### config.mk
export PLATFORM = sky130hd
export DESIGN_NAME = vga_timing_gen_flat
export DESIGN_NICKNAME = d
export VERILOG_FILES = /design/src/rtl/vga_timing_pkg.sv /design/src/rtl/vga_timing_gen_if.sv /design/src/rtl/vga_axis_counter.sv /design/src/rtl/vga_timing_gen.sv /design/src/flat_wrapper.sv
export SDC_FILE = /design/constraint.sdc
export NUM_CORES = 1
export LEC_CHECK = 0
export CORE_ASPECT_RATIO = 0.7
export CORE_MARGIN = 2
export CORE_UTILIZATION = 47
export CTS_BUF_LIST = sky130_fd_sc_hd__clkbuf_4
export DETAILED_ROUTE_END_ITERATION = 6
export DONT_BUFFER_PORTS = 1
export GPL_ROUTABILITY_DRIVEN = 0
export SETUP_SLACK_MARGIN = 0.1
export SYNTH_ARGS = -nofsm -noshare
export SYNTH_HDL_FRONTEND = slang
export SYNTH_SLANG_ARGS = --single-unit
### constraint.sdc
create_clock -name clk -period 2.3 [get_ports clk]
set_input_delay 0.46 -clock clk [delete_from_list [all_inputs] [get_ports clk]]
set_output_delay 0.46 -clock clk [all_outputs]
set_load 0.05 [all_outputs]
### src/rtl/vga_timing_pkg.sv
// rtl/vga_timing_pkg.sv - default 640x480@60 mode constants and axis helpers
package vga_timing_pkg;

    localparam int DEF_CLK_DIV  = 2;

    localparam int DEF_H_ACTIVE = 640;
    localparam int DEF_H_FP     = 16;
    localparam int DEF_H_SYNC   = 96;
    localparam int DEF_H_BP     = 48;

    localparam int DEF_V_ACTIVE = 480;
    localparam int DEF_V_FP     = 10;
    localparam int DEF_V_SYNC   = 2;
    localparam int DEF_V_BP     = 33;

    localparam bit SYNC_ACTIVE_LOW  = 1'b0;
    localparam bit SYNC_ACTIVE_HIGH = 1'b1;

    // Positions per axis (pixels per line or lines per frame).
    function automatic int axis_total(input int active, input int fp, input int sync, input int bp);
        return active + fp + sync + bp;
    endfunction

    // Counter width able to hold 0..total-1, never narrower than one bit.
    function automatic int cnt_width(input int total);
        return (total > 1) ? $clog2(total) : 1;
    endfunction

endpackage

### src/rtl/vga_timing_gen_if.sv
// rtl/vga_timing_gen_if.sv - raster timing bundle from generator to pixel consumer
interface vga_timing_gen_if #(
    parameter int COL_W = 10,
    parameter int ROW_W = 9
);
    logic             pixelEn;
    logic             hSync;
    logic             vSync;
    logic [COL_W-1:0] column;
    logic [ROW_W-1:0] row;
    logic             displayActive;
    logic             lineStart;
    logic             frameStart;
    logic             vBlank;

    modport master (
        output pixelEn, hSync, vSync, column, row,
        output displayActive, lineStart, frameStart, vBlank
    );

    modport slave (
        input pixelEn, hSync, vSync, column, row,
        input displayActive, lineStart, frameStart, vBlank
    );
endinterface

### src/rtl/vga_axis_counter.sv
// rtl/vga_axis_counter.sv - one raster axis: position counter with active/sync decode
module vga_axis_counter
    import vga_timing_pkg::*;
#(
    parameter int ACTIVE = DEF_H_ACTIVE,
    parameter int FP     = DEF_H_FP,
    parameter int SYNC   = DEF_H_SYNC,
    parameter int BP     = DEF_H_BP,
    parameter bit POL    = SYNC_ACTIVE_LOW,
    localparam int TOTAL = axis_total(ACTIVE, FP, SYNC, BP),
    localparam int CW    = cnt_width(TOTAL)
) (
    input  logic          clk,
    input  logic          rst,
    input  logic          inc,
    output logic [CW-1:0] count,
    output logic          wrap,
    output logic          active,
    output logic          sync
);

    logic sync_on;

    // Step the position on each enable, returning to 0 after the last one.
    always_ff @(posedge clk) begin
        if (rst) begin
            count <= '0;
        end else if (inc) begin
            count <= wrap ? '0 : count + CW'(1);
        end
    end

    assign wrap    = (count == CW'(TOTAL - 1));
    assign active  = (count < CW'(ACTIVE));
    // Upper bound written inclusively so a zero back porch cannot overflow CW.
    assign sync_on = (count >= CW'(ACTIVE + FP)) && (count <= CW'(ACTIVE + FP + SYNC - 1));
    assign sync    = sync_on ? POL : ~POL;

endmodule

### src/rtl/vga_timing_gen.sv
// rtl/vga_timing_gen.sv - parametrised VGA raster timing generator top
module vga_timing_gen
    import vga_timing_pkg::*;
#(
    parameter int CLK_DIV    = DEF_CLK_DIV,
    parameter int H_ACTIVE   = DEF_H_ACTIVE,
    parameter int H_FP       = DEF_H_FP,
    parameter int H_SYNC     = DEF_H_SYNC,
    parameter int H_BP       = DEF_H_BP,
    parameter int V_ACTIVE   = DEF_V_ACTIVE,
    parameter int V_FP       = DEF_V_FP,
    parameter int V_SYNC     = DEF_V_SYNC,
    parameter int V_BP       = DEF_V_BP,
    parameter bit H_SYNC_POL = SYNC_ACTIVE_LOW,
    parameter bit V_SYNC_POL = SYNC_ACTIVE_LOW,
    parameter int COL_W      = $clog2(H_ACTIVE),
    parameter int ROW_W      = $clog2(V_ACTIVE)
) (
    input  logic             clk,
    input  logic             rst,
    vga_timing_gen_if.master vga
);

    localparam int H_CW  = cnt_width(axis_total(H_ACTIVE, H_FP, H_SYNC, H_BP));
    localparam int V_CW  = cnt_width(axis_total(V_ACTIVE, V_FP, V_SYNC, V_BP));
    localparam int DIV_W = cnt_width(CLK_DIV);

    logic [DIV_W-1:0] div_count;
    logic             tick;
    logic [H_CW-1:0]  h_count;
    logic [V_CW-1:0]  v_count;
    logic             h_wrap, h_active, h_sync;
    logic             v_wrap_unused, v_active, v_sync;

    // tick marks the last system clock of the current pixel; counters advance on it.
    assign tick = (div_count == DIV_W'(CLK_DIV - 1));

    // Pixel clock divider; with CLK_DIV=1 it sits at 0 and tick stays high.
    always_ff @(posedge clk) begin
        if (rst) begin
            div_count <= '0;
        end else begin
            div_count <= tick ? '0 : div_count + DIV_W'(1);
        end
    end

    vga_axis_counter #(
        .ACTIVE (H_ACTIVE),
        .FP     (H_FP),
        .SYNC   (H_SYNC),
        .BP     (H_BP),
        .POL    (H_SYNC_POL)
    ) u_h_axis (
        .clk    (clk),
        .rst    (rst),
        .inc    (tick),
        .count  (h_count),
        .wrap   (h_wrap),
        .active (h_active),
        .sync   (h_sync)
    );

    // Vertical steps on the same edge the horizontal counter wraps.
    vga_axis_counter #(
        .ACTIVE (V_ACTIVE),
        .FP     (V_FP),
        .SYNC   (V_SYNC),
        .BP     (V_BP),
        .POL    (V_SYNC_POL)
    ) u_v_axis (
        .clk    (clk),
        .rst    (rst),
        .inc    (tick & h_wrap),
        .count  (v_count),
        .wrap   (v_wrap_unused),
        .active (v_active),
        .sync   (v_sync)
    );

    // Register the decode of the current position; strobes fire once, on the pixel's tick.
    always_ff @(posedge clk) begin
        if (rst) begin
            vga.pixelEn       <= 1'b0;
            vga.hSync         <= ~H_SYNC_POL;
            vga.vSync         <= ~V_SYNC_POL;
            vga.column        <= '0;
            vga.row           <= '0;
            vga.displayActive <= 1'b0;
            vga.lineStart     <= 1'b0;
            vga.frameStart    <= 1'b0;
            vga.vBlank        <= 1'b0;
        end else begin
            vga.pixelEn       <= tick;
            vga.hSync         <= h_sync;
            vga.vSync         <= v_sync;
            vga.column        <= h_active ? h_count[COL_W-1:0] : '0;
            vga.row           <= v_active ? v_count[ROW_W-1:0] : '0;
            vga.displayActive <= h_active & v_active;
            vga.lineStart     <= tick && (h_count == '0);
            vga.frameStart    <= tick && (h_count == '0) && (v_count == '0);
            vga.vBlank        <= ~v_active;
        end
    end

endmodule

### src/flat_wrapper.sv
// flat-port wrapper written by rule: the top's interface ports become plain ports
module vga_timing_gen_flat import vga_timing_pkg::*;
#(
    parameter int CLK_DIV    = DEF_CLK_DIV,
    parameter int H_ACTIVE   = DEF_H_ACTIVE,
    parameter int H_FP       = DEF_H_FP,
    parameter int H_SYNC     = DEF_H_SYNC,
    parameter int H_BP       = DEF_H_BP,
    parameter int V_ACTIVE   = DEF_V_ACTIVE,
    parameter int V_FP       = DEF_V_FP,
    parameter int V_SYNC     = DEF_V_SYNC,
    parameter int V_BP       = DEF_V_BP,
    parameter bit H_SYNC_POL = SYNC_ACTIVE_LOW,
    parameter bit V_SYNC_POL = SYNC_ACTIVE_LOW,
    parameter int COL_W      = $clog2(H_ACTIVE),
    parameter int ROW_W      = $clog2(V_ACTIVE)
)
  (clk, rst, vga_pixelEn, vga_hSync, vga_vSync, vga_column, vga_row, vga_displayActive, vga_lineStart, vga_frameStart, vga_vBlank);
  vga_timing_gen_if #(.COL_W(COL_W), .ROW_W(ROW_W)) vga_i ();
  input  logic clk;
  input  logic rst;
  output wire logic [$bits(vga_i.pixelEn)-1:0] vga_pixelEn;
  output wire logic [$bits(vga_i.hSync)-1:0] vga_hSync;
  output wire logic [$bits(vga_i.vSync)-1:0] vga_vSync;
  output wire logic [$bits(vga_i.column)-1:0] vga_column;
  output wire logic [$bits(vga_i.row)-1:0] vga_row;
  output wire logic [$bits(vga_i.displayActive)-1:0] vga_displayActive;
  output wire logic [$bits(vga_i.lineStart)-1:0] vga_lineStart;
  output wire logic [$bits(vga_i.frameStart)-1:0] vga_frameStart;
  output wire logic [$bits(vga_i.vBlank)-1:0] vga_vBlank;
  assign vga_pixelEn = vga_i.pixelEn;
  assign vga_hSync = vga_i.hSync;
  assign vga_vSync = vga_i.vSync;
  assign vga_column = vga_i.column;
  assign vga_row = vga_i.row;
  assign vga_displayActive = vga_i.displayActive;
  assign vga_lineStart = vga_i.lineStart;
  assign vga_frameStart = vga_i.frameStart;
  assign vga_vBlank = vga_i.vBlank;
  vga_timing_gen #(.CLK_DIV(CLK_DIV), .H_ACTIVE(H_ACTIVE), .H_FP(H_FP), .H_SYNC(H_SYNC), .H_BP(H_BP), .V_ACTIVE(V_ACTIVE), .V_FP(V_FP), .V_SYNC(V_SYNC), .V_BP(V_BP), .H_SYNC_POL(H_SYNC_POL), .V_SYNC_POL(V_SYNC_POL), .COL_W(COL_W), .ROW_W(ROW_W)) u_core (.clk(clk), .rst(rst), .vga(vga_i));
endmodule
# Word level (Yosys, flattened, before mapping)
# Cells that the tools add are included.
# op_classes
n_addsub,3
magnitude_cmp,6
n_eq_ne,2
muxes,4
bitwise,4
n_reduce_logical,9
# ops
op,n
10-bit by 1-bit adder with 10-bit output (second input constant),2
10-bit == test (second input constant),2
10-bit zero test,2
10-bit 2-to-1 mux,2
10-bit >= comparator (second input constant),1
10-bit by 9-bit >= comparator with 1-bit output (second input constant),1
10-bit less-or-equal comparator (second input constant),1
10-bit by 9-bit less-or-equal comparator with 1-bit output (second input constant),1
10-bit < comparator (second input constant),1
10-bit by 9-bit < comparator with 1-bit output (second input constant),1
2-bit OR reduction,3
1-bit logical AND,4
1-bit bitwise AND,2
1-bit 2-to-1 mux,2
1-bit inverter,2
1-bit adder (second input constant),1
# word_totals
register_bits,47
in_bits,2
word_cells,40

# Longest topological paths before layout
# Gate-level depths: netlist (run 1).
# depth
depth_word,3
mapped_depth,7
mapped_depth_nobuf,6

# Hierarchy
# Synthesis (run 1) repeated with hierarchy kept, for this count alone.
# unflattened
cells_unflattened,187
hier_area_um2,1846.8
# modules_own_cells
mod,n_inst,cells_per_inst,area_each_um2,seq_area_each_um2
vga_timing_gen,1,64,774.5,540.5
vga_axis_counter (u_core.u_h_axis),1,64,548.0,200.2
vga_axis_counter (u_core.u_v_axis),1,59,524.3,200.2

# Worst setup path after synthesis (run 1)
# OpenSTA, ideal clock, no wires.
# synth_timing
kind,register to register
start,register u_core.u_v_axis.count[0]
end,register u_core.u_v_axis.count[2]
setup_time_ps,143
arrival_ps,1537
t_required_ps,2157
path_slack_ps,621
path_stages_with_launch,7
period_less_slack_ps,1679
cell_sequence,dfxtp_1 > inv_1 > ha_1 > nor4b_1 > nand4_1 > o21ai_0 > a21oi_1
# synth_between
elab_chain_cells,2
elab_cells_between_ends,3
# synth_lines
element,line_no,source
start: declaration,vga_axis_counter.sv:16,"output logic [CW-1:0] count,"
start signal: assignment,vga_axis_counter.sv:29,count <= wrap ? '0 : count + CW'(1);
10-bit by 1-bit adder with 10-bit output / 10-bit == test (equally long branches),"vga_axis_counter.sv:29, vga_axis_counter.sv:33",
10-bit 2-to-1 mux (*),vga_axis_counter.sv:29,
# Every way passes the cells marked *; elsewhere a longest branch is shown, timed or not.
# A chain may end at the register's enable or synchronous reset.

# Worst setup path in the final report (run 1)
# layout_timing
start,register u_core.u_h_axis.count[1]
end,register u_core.u_v_axis.count[8]
# layout_between
elab_chain_cells,2
# layout_lines
element,line_no,source
start: declaration,vga_axis_counter.sv:16,
start signal: assignment,vga_axis_counter.sv:29,
10-bit == test,vga_axis_counter.sv:33,assign wrap = (count == CW'(TOTAL - 1));
1-bit bitwise AND,vga_timing_gen.sv:73,".inc (tick & h_wrap),"
# Every way passes these cells.

==> results.toml, run 1 <==
[floorplanning]
die_area_um2 = 4400
die_x_um = 78.5
io-pin-count = 28
coreArea_um2 = 3630
floorplan.rows = 18
start_util_pct = 50.3
die_y_um = 56.1

[global_route]
antenna_found_initial = 0
grt_pass1_wl_um = 6060
grt_overflow_total = 0
grt_max_degree = 21
grt_usage_pct = 17.7
grt_pass1_vias = 1256

[timing]
slew_violations = 0
worstMarginPinSlew_ns = 0.587
setup_slack_ns = 0.372
setup_violations = 0
relSlewSlack_pct = 60.3
finalCriticalPeriod_ns = 1.93
fin_hold_ws_ns = 0.142
fmax_mhz = 519
hold_viol_final = 0
min_period_over_period_pct = 83.8
rsz0062_at_grt = "false"
clock_skew_ns = 0.0141
totalNegativeSetupSlack_ns = 0

[power]
ir_worst_vdd_v = 0.000355
powerDensity_nw_per_um2 = 671
p_total_mw = 1.27
cellLeakagePower_nw = 0.669

[worst_setup_path]
crit_chain = "ha_1 > and3_1 > nand4_1 > buf_4 > or4_1 > a21oi_1"
cp.arrival_ns = 2.22
cp_num_buf_inv = 1
critPathSlowestCell = "or4_1"
crit_fanout = 20
r2r_setup_slack_ns = 0.37
crit_path_max_incr_delay_ns = 0.51
crit_type = "flop to flop"
cp.required_ns = 2.59
crit_path_end_kind = "flop"
cp_top_family = "simple AND/OR/NAND/NOR gates"
startpoint_type = "flop"

[routing]
wl_um = 3520
drtAntennaViolNets = 0
drtIter0Drc = 55
drc = 0
dr.pass1.iters = 4
routed_via_density = 5.57
vias = 1342
wire_per_inst_um = 14.6

[synth]
synthCells = 195
synth_nets = 201
yosys.area_share.simple_pct = 25.5
synth_xor_area_share_pct = 3.84
synthAdderAreaFrac_pct = 2.74
synth_top_family_by_area = "simple AND/OR/NAND/NOR gates"
synth_top_area_share_pct = 51.6
ys_types = 34
synth.area.mux_share_pct = 0.617
ys_warn_count = 0
synth_edf_count = 0
ys.flop_type = "dfxtp_1"
yosysTopAreaCell = "dfxtp_1"
yosysMostFrequentCell = "dfxtp_1"
yosysSeqAreaShare_pct = 51.6
ys_ff_latch = 47
synth_area_um2 = 1820
synth-async-reset-ratio_pct = 0
synth_area_leaders = "dfxtp_1 (52%), and2_1 (5.1%), nor2_1 (3.3%)"
synth_compound_area_share_pct = 10.1
avgSynthCellArea_um2 = 9.36
synthTopCellsByCount = "dfxtp_1 (47), nor2_1 (16), and2_1 (15)"

[layout]
syn_to_final_growth_pct = 3.50
stdcell_area_um2 = 1890
fin_util_pct = 52.1
final-instance-count-excl-fill = 241
n_antenna_cell = 0
final_nets = 197
drive_above_1_share_pct = 5.24

[placed_design]
port_buffers = 0
place_area_um2 = 1840
dpl.hpwl_um = 2550
placedCellCount = 234
dpl_worst_slack_ns = 0.422

[cts]
path_clk_slew_ns = 0.13
postCtsHoldBufs = 0
tritoncts = "built"
cts_max_level = 2
clockRootBuffer = "clkbuf_4"
cts.sinks = 47
cts_resized = 0
cts_inserted_buffers = 5
clk_latency_ns = 0.37
clk_path_buf_depth = 2
cts_setup_buffers = 0

[outcome]
status = "completed"

[flow_run]
drv_cap = 0

[min_path]
holdCritPathClass = "primary input to flop"
-- worst reg2reg max path, stage by stage, from the launching register on --
cell     delay (ns)
dfxtp_1        0.41
ha_1           0.21
and3_1         0.25
nand4_1        0.12
buf_4          0.21
or4_1          0.51
a21oi_1        0.16
-- metal layers --
metal | up-vias | GRT usage [%] | wire, um
li1 | 674 | - | -
met2 | 49 | 23.6 | 1360
met5 | - | 0 | 0
met4 | 0 | 7.02 | 57
met1 | 613 | 26.4 | 1820
met3 | 6 | 5.36 | 285
-- power breakdown --
group / total [mW] / internal (mW) / switching, mW
sequential: 0.866 / 0.829 / 0.0377
combinational: 0.0374 / 0.0155 / 0.0219
clock: 0.363 / 0.114 / 0.249
total: 1.27 / 0.958 / 0.308
-- layout by cell type (no fill, tap or decap), types with 5 or more instances in the layout --
| master | count |
|---|---|
| a21oi_1 | 7 |
| and2_1 | 15 |
| clkbuf_4 | 5 |
| dfxtp_1 | 47 |
| inv_1 | 10 |
| nand2_1 | 8 |
| nand3_1 | 10 |
| nand4_1 | 7 |
| nor2_1 | 16 |
| nor3_1 | 8 |
| nor4_1 | 6 |
| o21ai_0 | 6 |
| o31ai_1 | 5 |
| or4_1 | 5 |
| xor2_1 | 5 |
-- logic make-up after synthesis --
kind of cell | after synthesis
and+or+nand+nor | 84
DFF | 47
AOI/OAI and AO/OA | 28
buffers and inverters | 23
xor gates and xnor gates | 8
adders and majority gates | 4
muxes | 1
-- state kept, by name, summed over array words and instances (netlist names) --
| name | flops |
|---|---|
| u_core.u_h_axis.count | 10 |
| u_core.u_v_axis.count | 10 |
| u_core.vga.column | 10 |
| u_core.vga.row | 9 |
| u_core.div_count | 1 |
| u_core.vga.displayActive | 1 |
| u_core.vga.frameStart | 1 |
| u_core.vga.hSync | 1 |
| u_core.vga.lineStart | 1 |
| u_core.vga.pixelEn | 1 |
| u_core.vga.vBlank | 1 |
| u_core.vga.vSync | 1 |
-- path summary, 6_finish.rpt --
kind / from / end / cells past startpoint
worst min-delay path: rst / u_core.u_h_axis.count[2] / 1
worst max-delay path: u_core.u_h_axis.count[1] / u_core.u_v_axis.count[8] / 6
worst min register to register: u_core.u_v_axis.count[3] / u_core.vga.vSync / 1
worst max register to register: u_core.u_h_axis.count[1] / u_core.u_v_axis.count[8] / 6
-- layout make-up --
type,instances,area (um2)
clock inverters,2,13.8
fillers,350,1740
inverters,10,37.5
flip-flops and latches,47,941
clock buffers,5,37.5
well taps,50,62.6
multi-input cells,125,781
repair buffers,2,15.0
(Power assumes the default switching activity.)
==> inputs of run 2 (changes only) <==
clock period = 1.8 ns   (was 2.3 ns; I/O delays follow)
==> run 2 against run 1 <==
Total power is 43% higher. Cell area up 16%. Clock skew grew 0.0032 ns. Core utilization increased by 8.1 points. Register-to-register slack got worse by 0.28 ns. Via count up 12%. Flip-flop and latch count did not move. First-iteration DRC count is 150% higher. Non-clock buffer count up 23. Die area is the same. Hold slack lost 0.10 ns. Final cell count grew 10%. Largest cell class unchanged. Highest routed layer unchanged.
==> results.toml, run 2 (synthesized netlist as in run 1, its figures left out) <==
[floorplanning]
start_util_pct = 50.3
die_x_um = 78.5
coreArea_um2 = 3630
die_y_um = 56.1
die_area_um2 = 4400
floorplan.rows = 18
io-pin-count = 28

[layout]
final_common_cell = "dfxtp_1"
fin_util_pct = 60.1
fillers = 314
drive_above_1_share_pct = 25.1
final_cell_mix = "dfxtp_1 (41), buf_4 (23), nor2_1 (16), and2_1 (14), nand3_1 (10)"
final-instance-count-excl-fill = 265
syn_to_final_growth_pct = 19.5
top_regs = "u_core.u_h_axis.count: 10 flops, u_core.u_v_axis.count: 10 flops, u_core.vga.column: 10 flops"
final_nets = 220
n_antenna_cell = 0

[global_route]
antenna_found_initial = 0
grt_usage_pct = 20.4
grt_pass1_vias = 1392
grt_max_degree = 20
grt_pass1_wl_um = 6940
grt_overflow_total = 0

[power]
ir_worst_vdd_v = 0.000617
p_total_mw = 1.81
cellLeakagePower_nw = 0.830
powerDensity_nw_per_um2 = 831

[routing]
vias = 1504
wire_per_inst_um = 16.3
drtIter0Drc = 136
drc = 0
routed_via_density = 5.68
drtAntennaViolNets = 0
dr.pass1.iters = 4
wl_um = 4320

[cts]
path_clk_slew_ns = 0.15
clk_path_buf_depth = 2
cts_inserted_buffers = 5
clockRootBuffer = "clkbuf_4"
clk_latency_ns = 0.37
tritoncts = "built"
cts.sinks = 47
cts_max_level = 2

[timing]
min_period_over_period_pct = 94.7
setup_slack_ns = 0.0950
slew_violations = 0
finalCriticalPeriod_ns = 1.70
setup_violations = 0
clock_skew_ns = 0.0173
relSlewSlack_pct = 66.6
worstMarginPinSlew_ns = 0.500
hold_viol_final = 0
rsz0062_at_grt = "true"
fmax_mhz = 587

[min_path]
holdCritPathClass = "primary input to flop"

[worst_setup_path]
crit_type = "flop to flop"
crit_fanout = 8
cp.required_ns = 2.10
crit_path_end_kind = "flop"
cp.arrival_ns = 2.00
startpoint_type = "flop"

[outcome]
status = "completed"

[placed_design]
port_buffers = 0
dpl.hpwl_um = 2960
placedCellCount = 252
dpl_worst_slack_ns = -0.0462

[flow_run]
drv_cap = 0
## run 2: path summary, 6_finish.rpt
| path | from | to | slack (ns) | depth (start not counted) |
|---|---|---|---|---|
| worst max register to register | u_core.u_h_axis.count[0] | u_core.u_v_axis.count[7] | 0.1 | 6 |
| worst min register to register | u_core.u_v_axis.count[3] | u_core.vga.vSync | 0.51 | 1 |
| worst max-delay path | u_core.u_h_axis.count[0] | u_core.u_v_axis.count[7] | 0.1 | 6 |
| worst min-delay path | rst | u_core.u_h_axis.count[2] | 0.04 | 1 |
## run 2: layer usage
layer	part of all wire, %	track usage [%]	up-vias
li1	-	-	724
met1	48	30.9	709
met2	42	28.0	66
met3	8.5	6.17	5
met4	0.67	5.01	0
met5	0	0	-
## run 2: report_power, final
part	internal, mW	total (mW)	switching, mW
registers	1.06	1.11	0.0485
logic	0.0286	0.0643	0.0357
clock network	0.293	0.640	0.347
## run 2: cell type report
cell class              instances  area (um2)  share of cell area, %
repair buffers                 25         195                   8.95
clock buffers                   5        37.5                   1.72
flip-flops and latches         47         948                   43.5
inverters                      10        37.5                   1.72
clock inverters                 3        42.5                   1.95
well taps                      50        62.6                   2.87
multi-input cells             125         857                   39.3
## run 2: metrics by stage
step | area [um2] | TNS [ns] | hold slack [ns]
floorplan | 1820 | 0 | 0.411
global placement | 1970 | 0 | 0.435
detailed placement | 1970 | -0.127 | 0.439
CTS | 2070 | 0 | 0.0359
global route | 2180 | 0 | 0.00783
finish | 2180 | 0 | 0.0377
## run 2: repair_timing
action,CTS,global route
pin swaps,2,7
endpoints found under the setup margin,14,8
resized for setup,2,23
setup buffers,2,3
hold buffers,0,0
## run 2: critical path, stage by stage (launching register included)
cell and delay (ns):
dfxtp_2 0.39, ha_4 0.14, and3_4 0.19, nand4_1 0.10, buf_6 0.16, or4_1 0.52
a21oi_2 0.15
==> inputs of run 3 (changes only) <==
DONT_BUFFER_PORTS = unset   (was 1)
PLACE_DENSITY = 0.71   (was unset)
==> run 3 against run 2 <==
Cell area rose by 14%. Clock skew decreased by 0.0079 ns. Combinational power increased by 94%. Clock power increased by 1%. Final cell count increased by 13%. Non-clock buffer count grew 34. Core utilization up 8.3 points. Hold slack better by 0.49 ns. First-iteration DRC count up 5.9%. Largest cell class unchanged. Largest power group unchanged.
==> results.toml, run 3 (synthesized netlist as in run 1, its figures left out) <==
[outcome]
status = "completed"

[cts]
path_clk_slew_ns = 0.15
clk_latency_ns = 0.37
cts.sinks = 47
cts_max_level = 2
clk_path_buf_depth = 2
tritoncts = "built"
cts_inserted_buffers = 5
clockRootBuffer = "clkbuf_4"

[routing]
wire_per_inst_um = 15.5
vias = 1647
routed_via_density = 5.51
drc = 0
wl_um = 4630
drtIter0Drc = 144
drtAntennaViolNets = 0
dr.pass1.iters = 4

[timing]
hold_viol_final = 0
setup_violations = 0
finalCriticalPeriod_ns = 1.73
setup_slack_ns = 0.0701
min_period_over_period_pct = 96.1
totalNegativeSetupSlack_ns = 0
clock_skew_ns = 0.00937
fmax_mhz = 578
worstMarginPinSlew_ns = 0.483
slew_violations = 0
relSlewSlack_pct = 67.9
rsz0062_at_grt = "true"

[worst_setup_path]
crit_fanout = 3
cp_num_buf_inv = 2
crit_path_end_kind = "flop"
rr_endpoint = "u_core.u_v_axis.count[3]"
crit_chain = "inv_2 > ha_4 > nor4b_4 > buf_4 > a41o_1 > or4_4 > o211ai_1"
cp.required_ns = 2.10
crit_path_max_incr_delay_ns = 0.51
crit_type = "flop to flop"
r2r_start = "u_core.u_v_axis.count[0]"
startpoint_type = "flop"
cp.arrival_ns = 2.03
r2r_setup_slack_ns = 0.07
cp_top_family = "simple AND/OR/NAND/NOR gates"
critPathSlowestCell = "or4_4"
ff2ff_path_depth = 7

[layout]
final_cell_mix = "buf_4 (53), dfxtp_1 (43), nor2_1 (16), and2_1 (14), nand3_1 (10)"
fin_util_pct = 68.4
drive_above_1_share_pct = 36.1
n_antenna_cell = 0
syn_to_final_growth_pct = 36.0
final_nets = 254
final_common_cell = "buf_4"
final-instance-count-excl-fill = 299
top_regs = "u_core.u_h_axis.count: 10 flops, u_core.u_v_axis.count: 10 flops, u_core.vga.column: 10 flops"

[placed_design]
dpl_worst_slack_ns = -0.0209
placedCellCount = 280
dpl.hpwl_um = 3030
port_buffers = 27

[power]
switching_share_pct = 24.4
p_int_mw = 1.40
p_seq_share_pct = 58.1
ir_worst_vdd_v = 0.000425
p_comb_share_pct = 6.7
cellLeakagePower_nw = 1.02
p_clk_share_pct = 35.1
switchingPower_mw = 0.450
powerDensity_nw_per_um2 = 745

[min_path]
worstHoldEndpoint = "u_core.vga.vSync"
holdCritStartpoint = "u_core.u_v_axis.count[3]"
holdCritPathClass = "flop to flop"
min_path_cells = 1

[floorplanning]
start_util_pct = 50.3
die_area_um2 = 4400
coreArea_um2 = 3630
floorplan.rows = 18
die_x_um = 78.5
io-pin-count = 28
die_y_um = 56.1

[global_route]
grt_pass1_wl_um = 7210
grt_overflow_total = 0
antenna_found_initial = 0
grt_max_degree = 17
grt_pass1_vias = 1504
grt_usage_pct = 20.8

[flow_run]
drv_cap = 0
==> run 3: changes by cell type in the layout (fill, tap and decap cells not counted), sizes merged <==
| cell | change |
|---|---|
| buf | +29 |
| dlygate4sd2 | +4 |
| clkdlybuf4s50 | +1 |
==> run 3: worst reg2reg max path: stages (launching register included) <==
cell	delay, ns
dfxtp_2	0.36
inv_2	0.06
ha_4	0.15
nor4b_4	0.12
buf_4	0.15
a41o_1	0.23
or4_4	0.51
o211ai_1	0.09
==> run 3: metal layers <==
metal / up-vias / GRT usage [%] / share of wire, %
met5: - / 0 / 0
met4: 0 / 6.77 / 1.6
met3: 11 / 5.19 / 8.9
met2: 82 / 30.3 / 44
met1: 762 / 30.2 / 45
li1: 792 / - / -
==> run 3: timing repair <==
action / in CTS / in global routing
cloned: 0 / 1
hold buffers: 0 / 0
resized for setup: 12 / 26
pin swaps: 3 / 16
endpoints found under the hold margin: 0 / 0
buffers inserted: 6 / 4
endpoints found under the setup margin: 11 / 9
==> run 3: layout make-up <==
| cell class | count | area, um2 |
|---|---|---|
| Multi-Input combinational cell | 125 | 901 |
| Clock inverter | 3 | 42.5 |
| Fill cell | 290 | 1140 |
| Sequential cell | 47 | 946 |
| Clock buffer | 5 | 37.5 |
| Inverter | 10 | 37.5 |
| Tap cell | 50 | 62.6 |
| Timing Repair Buffer | 59 | 454 |
==> run 3: power by group through the flow <==
stage	combinational, mW	clock (mW)	sequential, mW
detailed placement	0.117	0	1.09
CTS	0.121	0.651	1.07
finish	0.125	0.649	1.07
global route	0.134	0.695	1.08
floorplan	0.0398	0	1.13
global placement	0.115	0	1.09
==> run 3: through the flow <==
step                instance area, um2  power, mW  hold WS, ns
finish                            2480       1.85        0.526
global route                      2480       1.91        0.548
CTS                               2330       1.84        0.499
detailed placement                2190       1.21        0.467
global placement                  2190       1.21        0.465
floorplan                         1820       1.17        0.411
==> run 3: worst max-delay path by stage <==
stage | start | end | cells after the start
final | u_core.u_v_axis.count[0] | u_core.u_v_axis.count[3] | 7
after global routing | u_core.u_v_axis.count[4] | u_core.u_v_axis.count[3] | 4
after CTS | u_core.u_h_axis.count[0] | u_core.u_v_axis.count[9] | 6
after detailed placement | rst | u_core.vga.frameStart | 7
after floorplan | u_core.u_v_axis.count[0] | u_core.u_v_axis.count[2] | 6
after global placement | u_core.u_v_axis.count[0] | u_core.u_v_axis.count[3] | 7
